## src/rtl/bus_dev_fifo.sv

```systemverilog
// Purpose : per-device TX/RX packet FIFO front-end between a device and one bus arbiter port.
// Latency : 1 cycle from write to visibility on D_pop / rx_dout (show-ahead heads).
// Backpress: writes to a full FIFO are dropped and flagged (sticky ovf); a pop on a full FIFO frees room for a same-cycle write.
//
// Optional feature: define BUS_DEV_RX_FILTER_EN to accept only RX packets addressed to `id` or `broadcast`.
// Ports:
//   clk, reset (async active-low)
//   host_wr/host_din        -> TX FIFO write;  tx_full, tx_count  TX status
//   pndng/D_pop/pop         -> TX head request, head data, consume
//   push/D_push             -> RX FIFO write from the bus
//   rx_rd/rx_dout           -> RX head consume / head data; rx_empty, rx_count RX status
//   ovf                     -> sticky lost-write flag (TX or RX)
//   drop_cnt                -> saturating count of rejected or overflowed RX packets
module bus_dev_fifo #(
  parameter int         pckg_sz   = 16,
  parameter int         depth     = 8,
  parameter logic [7:0] id        = 8'd0,
  parameter logic [7:0] broadcast = 8'hFF
) (
  input  logic                       clk,
  input  logic                       reset,
  input  logic                       host_wr,
  input  logic [pckg_sz-1:0]         host_din,
  output logic                       tx_full,
  output logic [$clog2(depth+1)-1:0] tx_count,
  output logic                       pndng,
  output logic [pckg_sz-1:0]         D_pop,
  input  logic                       pop,
  input  logic                       push,
  input  logic [pckg_sz-1:0]         D_push,
  input  logic                       rx_rd,
  output logic [pckg_sz-1:0]         rx_dout,
  output logic                       rx_empty,
  output logic [$clog2(depth+1)-1:0] rx_count,
  output logic                       ovf,
  output logic [7:0]                 drop_cnt
);

  localparam int ptr_w = $clog2(depth);
  localparam int cnt_w = $clog2(depth+1);
  localparam logic [cnt_w-1:0] full_val = cnt_w'(depth);

  logic [pckg_sz-1:0] tx_mem [depth];
  logic [pckg_sz-1:0] rx_mem [depth];
  logic [ptr_w-1:0]   tx_rptr, tx_wptr, rx_rptr, rx_wptr;

  logic tx_wr, tx_rd, tx_lost;
  logic rx_full, rx_ok, rx_acc, rx_wr, rx_pop, rx_lost, rx_drop;
  logic [7:0] dest;

  assign dest = D_push[pckg_sz-1 -: 8];

`ifdef BUS_DEV_RX_FILTER_EN
  assign rx_ok = (dest == id) || (dest == broadcast);
`else
  // Without filtering every packet is accepted; the ID parameters are not needed.
  logic unused_filter;
  assign unused_filter = (dest == id) || (dest == broadcast);
  assign rx_ok = 1'b1;
`endif

  // Status is derived from the registered counts only.
  assign tx_full  = (tx_count == full_val);
  assign pndng    = (tx_count != '0);
  assign rx_full  = (rx_count == full_val);
  assign rx_empty = (rx_count == '0);

  // A pop on a full TX frees the slot the write lands in (wptr == rptr when full).
  assign tx_wr   = host_wr && (!tx_full || pop);
  assign tx_rd   = pop && pndng;
  assign tx_lost = host_wr && tx_full && !pop;

  assign rx_acc  = push && rx_ok;
  assign rx_wr   = rx_acc && (!rx_full || rx_rd);
  assign rx_pop  = rx_rd && !rx_empty;
  assign rx_lost = rx_acc && rx_full && !rx_rd;
  assign rx_drop = (push && !rx_ok) || rx_lost;

  // Heads read as zero while empty so the outputs are defined out of reset.
  assign D_pop   = pndng    ? tx_mem[tx_rptr] : '0;
  assign rx_dout = !rx_empty ? rx_mem[rx_rptr] : '0;

  // Storage is intentionally not reset.
  always_ff @(posedge clk) begin
    if (tx_wr) tx_mem[tx_wptr] <= host_din;
    if (rx_wr) rx_mem[rx_wptr] <= D_push;
  end

  always_ff @(posedge clk or negedge reset) begin
    if (!reset) begin
      tx_rptr  <= '0;
      tx_wptr  <= '0;
      tx_count <= '0;
      rx_rptr  <= '0;
      rx_wptr  <= '0;
      rx_count <= '0;
      ovf      <= 1'b0;
      drop_cnt <= 8'd0;
    end else begin
      if (tx_wr) tx_wptr <= tx_wptr + 1'b1;
      if (tx_rd) tx_rptr <= tx_rptr + 1'b1;
      case ({tx_wr, tx_rd})
        2'b10:   tx_count <= tx_count + 1'b1;
        2'b01:   tx_count <= tx_count - 1'b1;
        default: tx_count <= tx_count;
      endcase

      if (rx_wr)  rx_wptr <= rx_wptr + 1'b1;
      if (rx_pop) rx_rptr <= rx_rptr + 1'b1;
      case ({rx_wr, rx_pop})
        2'b10:   rx_count <= rx_count + 1'b1;
        2'b01:   rx_count <= rx_count - 1'b1;
        default: rx_count <= rx_count;
      endcase

      if (tx_lost || rx_lost) ovf <= 1'b1;
      if (rx_drop && (drop_cnt != 8'hFF)) drop_cnt <= drop_cnt + 8'd1;
    end
  end

endmodule

```

## config.mk

```make
export PLATFORM = sky130hd
export DESIGN_NAME = bus_dev_fifo
export DESIGN_NICKNAME = d
export VERILOG_FILES = /design/src/rtl/bus_dev_fifo.sv
export SDC_FILE = /design/constraint.sdc
export NUM_CORES = 1
export LEC_CHECK = 0
export ABC_AREA = 0
export BUFFER_PORTS_ARGS = -buffer_cell sky130_fd_sc_hd__buf_2
export CORE_ASPECT_RATIO = 0.9
export CORE_MARGIN = 1.5
export CORE_UTILIZATION = 30
export CTS_CLUSTER_SIZE = 30
export DETAILED_ROUTE_END_ITERATION = 10
export GPL_ROUTABILITY_DRIVEN = 0
export PLACE_DENSITY = 0.56
export SLEW_MARGIN = 5
export SYNTH_ARGS = -nofsm -noshare
export SYNTH_HDL_FRONTEND = slang
export SYNTH_SLANG_ARGS = --single-unit
```

## constraint.sdc

```tcl
create_clock -name clk -period 7.5 [get_ports clk]
set_clock_uncertainty 0.1 [all_clocks]
set_input_delay 0.75 -clock clk [delete_from_list [all_inputs] [get_ports clk]]
set_output_delay 0.75 -clock clk [all_outputs]
set_load 0.02 [all_outputs]
```

# Word-level counts from Yosys, hierarchy flattened
# Memory sizes are Yosys's and may differ from the RTL's.
# Cells that the tools add are included.
[classes]
addsub = 9
n_mul = 0
div = 0
order_cmp = 0
eq_ne = 7
shifts = 0
muxes = 8
bitwise = 0
reduce_logical = 21
[ops]
columns = ["cell", "count"]
rows = [
  ["16-bit two-way mux", 2],
  ["4-bit case mux with 2 select lines", 2],
  ["3-bit by 1-bit adder with 3-bit output (second input constant)", 4],
  ["1-bit logical AND", 9],
  ["4-bit by 1-bit adder with 4-bit output (second input constant)", 2],
  ["8-bit by 1-bit adder with 8-bit output (second input constant)", 1],
  ["4-bit == test (second input constant)", 2],
  ["8-bit != test (second input constant)", 1],
  ["4-bit by 1-bit subtractor with 4-bit output (second input constant)", 2],
  ["1-bit logical NOT", 5],
  ["2-bit by 1-bit == test with 1-bit output (second input constant)", 2],
  ["2-bit == test (second input constant)", 2],
  ["4-bit logical NOT", 1],
  ["1-bit two-way mux", 4],
  ["2-bit nonzero test", 2],
  ["4-bit nonzero test", 1],
  ["1-bit logical OR", 3],
]
[totals]
regBits = 29
latch_bits = 0
mem_bits_rw = 256
mem_bits_ro = 0
inputBits = 38
wordCells = 55
memories = 2
[mem_list]
columns = ["memory", "words", "width", "rd", "rd_clocked_by_memory_dff", "write_ports", "line", "source"]
rows = [
  ["rx_mem", 8, 16, 1, 0, 1, "44", "logic [pckg_sz-1:0] rx_mem [depth];"],
  ["tx_mem", 8, 16, 1, 0, 1, "43", "logic [pckg_sz-1:0] tx_mem [depth];"],
]

# Depth between registers and ports, before layout
# Gate-level depths: netlist of the first run.
[depth]
word_depth = 6
ltp_mapped = 12
ltp_nobuf = 10

# Worst setup path before layout of the first run
# No wires, ideal clock.
[synth_path]
path_type = "input -> register"
start = "input port rx_rd"
end = "memory rx_mem[0][0], enable pin"
setup_time_ns = 0.430
arrival_time_ns = 2.839
required_ns = 6.970
setup_slack_ns = 4.131
cell_stages = 4
path_buffers = 0
cell_sequence = "nor2b_1 > a21boi_1 > inv_1 > nor4_1"
[synth_between]
elab_chain_cells = 4
[synth_lines]
columns = ["element", "line", "source"]
rows = [
  ["from (decl)", "31", "input logic rx_rd,"],
  ["1-bit logical OR", "74", "assign rx_wr = rx_acc && (!rx_full || rx_rd);"],
  ["1-bit logical AND", "74", ""],
  ["1-bit two-way mux", "86", "if (rx_wr) rx_mem[rx_wptr] <= D_push;"],
  ["1-bit two-way mux (not written as such)", "86", ""],
  ["to (decl)", "44", ""],
]
# No other way between the ends.

# Worst setup path after layout of the first run
[layout_path]
start = "register rx_rptr[0]"
end = "output port rx_dout[9]"
[layout_between]
elab_chain_cells = 2
[layout_lines]
columns = ["element", "line", "source"]
rows = [
  ["from (decl)", "45", "logic [ptr_w-1:0] tx_rptr, tx_wptr, rx_rptr, rx_wptr;"],
  ["from (signal assigned)", "109", "if (rx_pop) rx_rptr <= rx_rptr + 1'b1;"],
  ["memory read 8 x 16 bit", "n/a", ""],
  ["16-bit two-way mux", "81", "assign rx_dout = !rx_empty ? rx_mem[rx_rptr] : '0;"],
  ["to (decl)", "32", "output logic [pckg_sz-1:0] rx_dout,"],
]
# No other way between the ends.

==> results of run 1 <==
==> layout make-up <==
class / instances / area [sq um] / share of cell area (%)
sequential: 285 / 8416 / 62.35
multi-input combinational: 249 / 2830 / 20.97
clock buffer: 36 / 794.5 / 5.887
timing repair buffer: 112 / 618.1 / 4.580
tap: 483 / 604.3 / 4.478
clock inverter: 21 / 211.5 / 1.567
inverter: 6 / 22.52 / 0.1669
==> synthesized netlist by cell type (all sizes together) (7+ instances only) <==
cell | n | area [sq um]
mux2 | 7 | 82.57
clkbuf | 9 | 33.78
dfrtp | 29 | 725.7
xnor2 | 10 | 87.58
buf | 17 | 93.84
nor3 | 13 | 70.07
edfxtp | 256 | 7687
xor2 | 13 | 113.9
mux4 | 64 | 1441
nand2 | 14 | 52.55
nor2 | 44 | 165.2
ha | 11 | 137.6
mux2i | 32 | 320.3
==> metal layers <==
layer | share of wire (%) | vias to the layer above
li1 | - | 2508
met1 | 47 | 2862
met2 | 46 | 121
met3 | 5.2 | 27
met4 | 1.6 | 0
met5 | 0 | -
==> stage by stage <==
stage	std cells	setup WS, ns
2_1_floorplan	566	4.131
3_3_place_gp	1135	4.461
6_report	1192	4.015
5_1_grt	1192	3.745
3_5_place_dp	1135	4.439
4_1_cts	1192	3.900
==> where the power goes <==
| group | switching [mW] | internal [mW] |
|---|---|---|
| combinational | 0.976 | 0.749 |
| clock | 0.593 | 0.894 |
| sequential | 0.199 | 2.01 |
==> cells by family after synthesis <==
| group | count (synthesis) | share of synthesized area [%] |
|---|---|---|
| AOI/OAI and AO/OA | 13 | 0.8056 |
| buffers and inverters | 32 | 1.324 |
| xor gates and xnor gates | 23 | 1.776 |
| adders and majority gates | 11 | 1.214 |
| and+or+nand+nor | 99 | 4.435 |
| DFF | 285 | 74.18 |
| muxes | 103 | 16.26 |
==> worst min-delay path by stage <==
stage,startpoint,endpoint,depth (start not counted),slack (ns)
after detailed placement,ovf,ovf,1,0.35
after floorplan,reset,drop_cnt[0],0,0.35
after global placement,ovf,ovf,1,0.34
after global routing,reset,tx_rptr[0],1,0.19
final,reset,tx_rptr[1],1,0.17
after CTS,reset,ovf,1,0.16
==> sequential cells by signal, summed over array words and instances, names as in the netlist <==
signal and flops:
rx_count 4, ovf 1, drop_cnt 8, tx_mem 128
rx_wptr 3, rx_rptr 3, tx_wptr 3, tx_rptr 3
tx_count 4, rx_mem 128
==> critical path, stage by stage (launching register included) <==
cell	delay [ns]
dfrtp_2	0.65
buf_4	0.48
mux4_2	0.55
mux2i_1	0.15
nor2_1	0.08
buf_2	0.18
==> cell usage in the layout, fill, tap and decap left out, types with 2 or more instances in the layout <==
| cell type | n |
|---|---|
| edfxtp_1 | 256 |
| buf_2 | 89 |
| mux4_2 | 64 |
| nor2_1 | 44 |
| mux2i_1 | 32 |
| clkbuf_16 | 31 |
| dfrtp_1 | 27 |
| buf_4 | 23 |
| nand2_1 | 14 |
| xor2_1 | 13 |
| ha_1 | 11 |
| xnor2_1 | 10 |
| nor3_2 | 9 |
| clkinv_1 | 7 |
| nand2b_1 | 6 |
| clkinv_2 | 6 |
| clkbuf_1 | 5 |
| inv_1 | 4 |
| a21oi_1 | 4 |
| mux2_2 | 4 |
| nand3_1 | 4 |
| nor3_1 | 4 |
| bufinv_16 | 4 |
| nor4_4 | 2 |
| inv_2 | 2 |
| nor4_2 | 2 |
| nor2b_1 | 2 |
| nor4_1 | 2 |
| nand4_1 | 2 |
| mux2_1 | 2 |
| nand3b_1 | 2 |
| a211o_1 | 2 |
| inv_6 | 2 |
| clkinv_4 | 2 |
| dfrtp_2 | 2 |
==> results.py, run 1 <==
metrics = {
    "timing": {
        "setup_tns_ns": 0,
        "fin_crit_ns": 3.485,
        "finalSetupViolCount": 0,
        "worst_hold_slack_ns": 0.1661,
        "finalCritPeriodShare_pct": 46.47,
        "rsz0062_at_grt": "no",
        "slew_headroom_pct": 18.53,
        "max_freq_ghz": 0.2869,
        "finalMaxSlewViolations": 0,
        "tightest_slew_ns": 1.222,
        "finalHoldViolCount": 0,
    },
    "synth": {
        "ys_seq_area_share_pct": 74.18,
        "syn_nets": 615,
        "syn_area_sq_mm": 0.01134,
        "synth_cells": 566,
        "synth-main-ff-cell": "edfxtp_1",
        "synth_edf_count": 256,
        "synth.distinct_cells": 42,
        "avgSynthCellArea_sq_um": 20.04,
        "synth-seq-cells": 285,
        "ys_warn_count": 0,
        "async_flop_share_pct": 10.18,
    },
    "cts": {
        "cts.htree.levels": 1,
        "cts_hold_buf": 0,
        "clkSlewWorstSetupHoldPaths_ns": 0.06,
        "tritoncts": "built",
        "cts_inserted_buffers": 31,
        "post_cts_resized": 0,
        "clk_latency_ns": 0.53,
        "post_cts_buffers": 0,
        "cts.sinks": 285,
        "cts.path.max_buffers": 3,
        "cts-root-buf": "clkbuf_16",
    },
    "detailed_routing": {
        "firstDrtPassIters": 4,
        "avgRoutedWirePerCell_um": 18.84,
        "drt-initial-drc-count": 333,
        "wirelength_mm": 22.46,
        "via_per_inst": 4.629,
        "drc_errors": 0,
        "antenna_left": 0,
        "dr_total_vias": 5518,
    },
    "placed_design": {
        "hpwl_mm": 12.56,
        "placed_area_sq_mm": 0.01249,
        "port_buffers": 89,
    },
    "worst_setup_path": {
        "reg2reg_slack_ns": 4.62,
        "path_class": "reg -> out",
        "crit-reg2reg-capture": "tx_count[2]",
        "endpoint_kind": "output pin",
        "crit_path_end": "rx_dout[9]",
        "critPathRequiredTime_ns": 6.65,
        "crit_path_start_kind": "flop",
        "r2r_cells": 10,
        "crit_fanout": 21,
        "crit_arrival_ns": 2.64,
        "reg2reg_from": "tx_count[1]",
        "crit_start": "rx_rptr[0]",
    },
    "power": {
        "peakVddDrop_mv": 0.1475,
        "p_leak_nw": 4.696,
        "power_density_mw_per_mm2": 401.5,
        "power_mw": 5.419,
    },
    "global_routing": {
        "grt_start_max_net_pins": 35,
        "overflow": 0,
        "globalRouteMet2Util_pct": 17.90,
        "met3_usage_pct": 1.897,
        "antenna_found_initial": 0,
        "grt_pass1_vias": 5659,
        "groute.usage.overall_pct": 11.46,
        "grtUsageMet1_pct": 16.71,
        "gr-max-usage-layer": "met2",
        "grt_pass1_wl_mm": 34.24,
    },
    "min_path": {
        "hp-class": "in -> async",
    },
    "layout": {
        "n_fill_cell": 3494,
        "layout-drive-gt1-share_pct": 34.41,
        "post-route-util_pct": 36.26,
        "antenna_cells": 0,
        "nets": 734,
        "stdcell_area_sq_mm": 0.01350,
        "synthToLayoutAreaGrowth_pct": 19.01,
    },
    "outcome": {
        "outcome": "complete, no violations",
    },
    "floorplanning": {
        "rows": 67,
        "coreArea_sq_mm": 0.03722,
        "io_pins": 90,
        "die-area_sq_mm": 0.03898,
        "die_h_um": 187.5,
        "die_w_um": 207.9,
        "start_util_pct": 30.47,
    },
    "flow_run": {
        "maxCapViolCount": 0,
    },
}
Power figures use the tool's default switching activity.
==> run 2, diff against run 1 <==
--- a/config.mk
+++ b/config.mk
@@ -13,7 +13,7 @@
 export CTS_CLUSTER_SIZE = 30
 export DETAILED_ROUTE_END_ITERATION = 10
 export GPL_ROUTABILITY_DRIVEN = 0
-export PLACE_DENSITY = 0.56
+export PLACE_DENSITY = 0.57
 export SLEW_MARGIN = 5
 export SYNTH_ARGS = -nofsm -noshare
 export SYNTH_HDL_FRONTEND = slang
==> constraint.sdc (replaced) <==
create_clock -name clk -period 2.8 [get_ports clk]
set_clock_uncertainty 0.1 [all_clocks]
set_input_delay 0.28 -clock clk [delete_from_list [all_inputs] [get_ports clk]]
set_output_delay 0.28 -clock clk [all_outputs]
set_load 0.02 [all_outputs]
==> run 2 against run 1 <==
Effect of this change:
- cell area grew 4.6%
- flip-flop and latch count is the same
- sequential power grew to 2.6 times the previous value
- global-route usage grew 0.29 points
- critical path depth is the same
- non-clock buffer count grew 46
- clock power grew to 3.0 times the previous value
- cell count grew 3.9%
- worst setup slack lost 3.8 ns
- combinational power grew to 2.9 times the previous value
- critical endpoint is now rx_dout[5]
- largest cell class unchanged
- largest power group unchanged
- highest routed layer unchanged
==> results.py, run 2 (same netlist as run 1, synthesis figures left out) <==
metrics = {
    "outcome": {
        "outcome": "complete, no violations",
    },
    "detailed_routing": {
        "avgRoutedWirePerCell_um": 18.37,
        "firstDrtPassIters": 4,
        "via_per_inst": 4.587,
        "wirelength_mm": 22.76,
        "antenna_left": 0,
        "dr_total_vias": 5683,
        "drt-initial-drc-count": 302,
        "drc_errors": 0,
    },
    "layout": {
        "multi_input_comb_area_sq_mm": 0.002858,
        "layout-drive-gt1-share_pct": 34.44,
        "nets": 780,
        "n_fill_cell": 3440,
        "final_common_cell": "edfxtp_1",
        "layout_common_cells": "edfxtp_1 (256), buf_2 (89), mux4_2 (64)",
        "top_regs": "rx_mem x128, tx_mem x128, drop_cnt x8",
        "synthToLayoutAreaGrowth_pct": 24.49,
        "final-seq-area_sq_mm": 0.008416,
    },
    "worst_setup_path": {
        "critPathRequiredTime_ns": 2.42,
        "path_class": "reg -> out",
        "crit_buf_inv": 2,
        "endpoint_kind": "output pin",
        "worstPathCellList": "buf_12 -> mux4_2 -> mux2i_1 -> nor2_1 -> buf_2",
        "max_stage_delay_ns": 0.54,
        "crit_fanout": 34,
        "crit_path_start_kind": "flop",
        "cpLargestDelayFamily": "multiplexers",
        "crit_arrival_ns": 2.23,
        "r2r_cells": 10,
        "cp.depth": 5,
        "slowest_stage": "mux4_2",
    },
    "floorplanning": {
        "rows": 67,
        "start_util_pct": 30.47,
        "io_pins": 90,
        "die_h_um": 187.5,
        "die-area_sq_mm": 0.03898,
        "coreArea_sq_mm": 0.03722,
        "die_w_um": 207.9,
    },
    "timing": {
        "fin_crit_ns": 2.614,
        "finalSetupViolCount": 0,
        "max_freq_ghz": 0.3825,
        "tightest_slew_ns": 0.6943,
        "fin_ws_ns": 0.1856,
        "worst_hold_slack_ns": 0.04569,
        "finalCritPeriodShare_pct": 93.37,
        "rsz0062_at_grt": "no",
        "finalHoldViolCount": 0,
        "finalMaxSlewViolations": 0,
        "slew_headroom_pct": 53.71,
    },
    "cts": {
        "cts_inserted_buffers": 31,
        "post_cts_buffers": 0,
        "cts.sinks": 285,
        "cts.path.max_buffers": 3,
        "tritoncts": "built",
        "clk_latency_ns": 0.55,
        "cts.htree.levels": 1,
        "clkSlewWorstSetupHoldPaths_ns": 0.06,
        "cts-root-buf": "clkbuf_16",
    },
    "power": {
        "p_leak_nw": 4.951,
        "power_density_mw_per_mm2": 1082,
        "peakVddDrop_mv": 0.6901,
    },
    "global_routing": {
        "overflow": 0,
        "grt_pass1_wl_mm": 34.85,
        "groute.usage.overall_pct": 11.75,
        "grt_pass1_vias": 5955,
        "antenna_found_initial": 1,
        "grt_start_max_net_pins": 35,
    },
    "min_path": {
        "holdPathStages": 3,
        "hp-class": "in -> reg",
    },
    "placed_design": {
        "hpwl_mm": 12.74,
        "port_buffers": 89,
        "dp_slack_ns": 0.2071,
    },
    "flow_run": {
        "maxCapViolCount": 0,
    },
}
run 2: power breakdown:
part           total [mW]  switching [mW]  internal (mW)  leakage (nW)
Combinational        5.04            2.86           2.18          1.74
Sequential           5.75           0.367           5.38          2.67
Clock                4.49            1.64           2.85         0.541
run 2: worst register-to-register path: stages, from the launching register on:
cell     delay [ns]
dfrtp_1        0.46
or4b_1         0.52
o21a_1         0.25
inv_2          0.09
ha_1           0.27
xor2_1         0.10
ha_1           0.18
a21oi_1        0.14
xor2_1         0.15
nor2_1         0.06
xor2_1         0.15
run 2: through the flow:
| stage | total power [mW] | area [sq um] | cells | TNS, ns | utilization, % |
|---|---|---|---|---|---|
| 2_1_floorplan | 9.223 | 11360 | 566 | -5.727 | - |
| 3_3_place_gp | 10.89 | 12620 | 1146 | 0 | 33.89 |
| 3_5_place_dp | 10.93 | 12620 | 1146 | 0 | 33.89 |
| 4_1_cts | 15.50 | 14110 | 1238 | 0 | 37.90 |
| 5_1_grt | 16.03 | 14120 | 1239 | 0 | 37.93 |
| 6_report | 15.28 | 14120 | 1239 | 0 | 37.93 |
run 2: layer usage:
layer	vias to the layer above	routed length, um	global-route usage [%]
met5	-	0	0
met4	0	367	2.723
met3	29	1002	2.485
met2	115	10700	19.24
met1	2931	10690	16.07
li1	2608	-	-
run 2: final cells by class:
class,instances,area share [%]
diodes,1,0.01772
clock buffers,34,5.574
clock inverters,23,2.499
inverters,6,0.1595
multi-input cells,249,20.24
flip-flops and latches,285,59.61
well taps,483,4.280
repair buffers,158,7.621
run 2: timing repair:
item,CTS,global route
setup endpoints to repair,0,2
gates resized for setup,0,3
hold buffers,35,0
endpoints found under the hold margin,286,0
run 2: worst paths after layout:
check                             from     endpoint  slack (ns)
setup reg to reg           tx_count[3]  tx_count[2]        0.20
hold / removal                     pop   tx_rptr[0]        0.05
setup / recovery            rx_rptr[0]   rx_dout[5]        0.19
hold reg to reg            drop_cnt[6]  drop_cnt[6]        0.42
min in group asynchronous        reset  drop_cnt[3]        0.20
max in group asynchronous        reset   tx_rptr[0]        1.90
==> run 3, diff against run 2 <==
--- a/config.mk
+++ b/config.mk
@@ -6,14 +6,14 @@
 export NUM_CORES = 1
 export LEC_CHECK = 0
 export ABC_AREA = 0
-export BUFFER_PORTS_ARGS = -buffer_cell sky130_fd_sc_hd__buf_2
 export CORE_ASPECT_RATIO = 0.9
 export CORE_MARGIN = 1.5
 export CORE_UTILIZATION = 30
 export CTS_CLUSTER_SIZE = 30
 export DETAILED_ROUTE_END_ITERATION = 10
+export DONT_BUFFER_PORTS = 1
 export GPL_ROUTABILITY_DRIVEN = 0
-export PLACE_DENSITY = 0.57
+export PLACE_DENSITY = 0.55
 export SLEW_MARGIN = 5
 export SYNTH_ARGS = -nofsm -noshare
 export SYNTH_HDL_FRONTEND = slang
==> run 3 against run 2 <==
Effect of this change:
- worst setup slack got worse by 0.062 ns
- routed wire length is 2.9% higher
- flip-flop and latch count stayed put
- combinational power decreased by 7.9%
- global-route usage up 0.42 points
- first-iteration DRC count shrank 4.3%
- non-clock buffer count decreased by 77
- utilization fell by 1.2 points
==> results.py, run 3 (same netlist as run 1, synthesis figures left out) <==
metrics = {
    "outcome": {
        "outcome": "complete, no violations",
    },
    "timing": {
        "finalSetupViolCount": 0,
        "slew_headroom_pct": 46.87,
        "fin_ws_ns": 0.1233,
        "tightest_slew_ns": 0.7940,
        "setup_tns_ns": 0,
        "finalCritPeriodShare_pct": 95.60,
        "finalHoldViolCount": 0,
        "rsz0062_at_grt": "yes",
        "max_freq_ghz": 0.3736,
        "fin_crit_ns": 2.677,
        "finalMaxSlewViolations": 0,
    },
    "worst_setup_path": {
        "worstPathCellList": "buf_4 -> mux4_2 -> mux2i_1 -> nor2_1",
        "critPathRequiredTime_ns": 2.42,
        "crit_fanout": 13,
        "slowest_stage": "dfrtp_4",
        "path_class": "reg -> out",
        "crit_arrival_ns": 2.30,
        "crit_path_start_kind": "flop",
        "max_stage_delay_ns": 0.58,
        "endpoint_kind": "output pin",
    },
    "detailed_routing": {
        "drc_errors": 0,
        "dr_total_vias": 5520,
        "avgRoutedWirePerCell_um": 20.23,
        "wirelength_mm": 23.42,
        "drt-initial-drc-count": 289,
        "antenna_left": 0,
        "firstDrtPassIters": 6,
        "via_per_inst": 4.767,
    },
    "layout": {
        "synthToLayoutAreaGrowth_pct": 20.44,
        "nets": 703,
        "instances_no_fill": 1158,
        "final_common_cell": "edfxtp_1",
        "final-seq-area_sq_mm": 0.008418,
        "layout_common_cells": "edfxtp_1 (256), mux4_2 (64), nor2_1 (44)",
        "multi_input_comb_area_sq_mm": 0.002858,
        "top_regs": "rx_mem x128, tx_mem x128, drop_cnt x8",
        "n_fill_cell": 3477,
        "layout-drive-gt1-share_pct": 25.67,
        "stdcell_area_sq_mm": 0.01366,
    },
    "flow_run": {
        "maxCapViolCount": 0,
    },
    "floorplanning": {
        "start_util_pct": 30.47,
        "die_w_um": 207.9,
        "coreArea_sq_mm": 0.03722,
        "die_h_um": 187.5,
        "io_pins": 90,
        "rows": 67,
        "die-area_sq_mm": 0.03898,
    },
    "cts": {
        "tritoncts": "built",
        "clkSlewWorstSetupHoldPaths_ns": 0.06,
        "cts.htree.levels": 1,
        "cts.path.max_buffers": 3,
        "cts.sinks": 285,
        "cts-root-buf": "clkbuf_16",
        "clk_latency_ns": 0.55,
        "cts_inserted_buffers": 31,
    },
    "placed_design": {
        "placed_area_sq_mm": 0.01221,
        "hpwl_mm": 13.81,
        "dp_slack_ns": 0.1396,
        "dp_cells": 1062,
        "port_buffers": 0,
    },
    "global_routing": {
        "grt_pass1_wl_mm": 36.43,
        "antenna_found_initial": 1,
        "groute.usage.overall_pct": 12.17,
        "overflow": 0,
        "grt_pass1_vias": 6002,
        "grt_start_max_net_pins": 35,
    },
    "power": {
        "peakVddDrop_mv": 0.5385,
        "power_mw": 14.53,
        "p_leak_nw": 4.593,
        "power_density_mw_per_mm2": 1063,
    },
    "min_path": {
        "hp-class": "in -> reg",
    },
}
-- run 3: final cells by class --
type	count	share of cell area, %
Inverter	6	0.1649
Tap cell	483	4.424
Sequential cell	285	61.63
Clock buffer	35	5.789
Multi-Input combinational cell	249	20.92
Clock inverter	18	1.594
Antenna cell	1	0.01832
Timing Repair Buffer	81	5.459
-- run 3: worst paths after layout --
| path | to | startpoint | slack [ns] | depth (start not counted) |
|---|---|---|---|---|
| setup / recovery | D_pop[12] | tx_rptr[0] | 0.12 | 4 |
| hold / removal | rx_wptr[2] | push | 0.06 | 4 |
| setup reg to reg | tx_count[2] | tx_count[1] | 0.16 | 10 |
| hold reg to reg | rx_wptr[2] | rx_wptr[2] | 0.54 | 1 |
| max in group asynchronous | tx_rptr[0] | reset | 2.31 | 2 |
| min in group asynchronous | rx_count[1] | reset | 0.09 | 2 |
-- run 3: worst max-delay path, delay by kind of cell (launching register included) --
family / cells / cell delay [ns]
multiplexers: 2 / 0.74
buffers and inverters: 1 / 0.25
flip-flops: 1 / 0.58
AND/OR/NAND/NOR: 1 / 0.17
-- run 3: repair_timing --
item | in CTS | in global routing
buffers inserted | 0 | 4
gates cloned | 0 | 0
hold buffers | 38 | 0
hold endpoints to repair | 293 | 0
gates resized for setup | 1 | 4
endpoints found under the setup margin | 2 | 5
-- run 3: where the power goes --
| group | internal (mW) | leakage (nW) | total [mW] | switching (mW) |
|---|---|---|---|---|
| Combinational | 1.91 | 1.44 | 4.64 | 2.73 |
| Clock | 2.46 | 0.482 | 4.04 | 1.57 |
| Sequential | 5.39 | 2.67 | 5.85 | 0.460 |
-- run 3: per-stage QoR --
step | utilization (%) | hold slack [ns]
final | 36.70 | 0.06433
after floorplan | - | -0.1156
after CTS | 36.58 | 0.02883
after global placement | 32.82 | -0.1140
after detailed placement | 32.82 | -0.1138
after global routing | 36.70 | 0.06752
-- run 3: per-layer routing --
metal / GRT usage [%] / part of all wire, % / wire length (um) / vias up
li1: - / - / - / 2445
met1: 15.32 / 42 / 9908 / 2900
met2: 21.05 / 50 / 11790 / 137
met3: 2.754 / 5.4 / 1255 / 38
met4: 3.425 / 2.0 / 470 / 0
met5: 0 / 0 / 0 / -
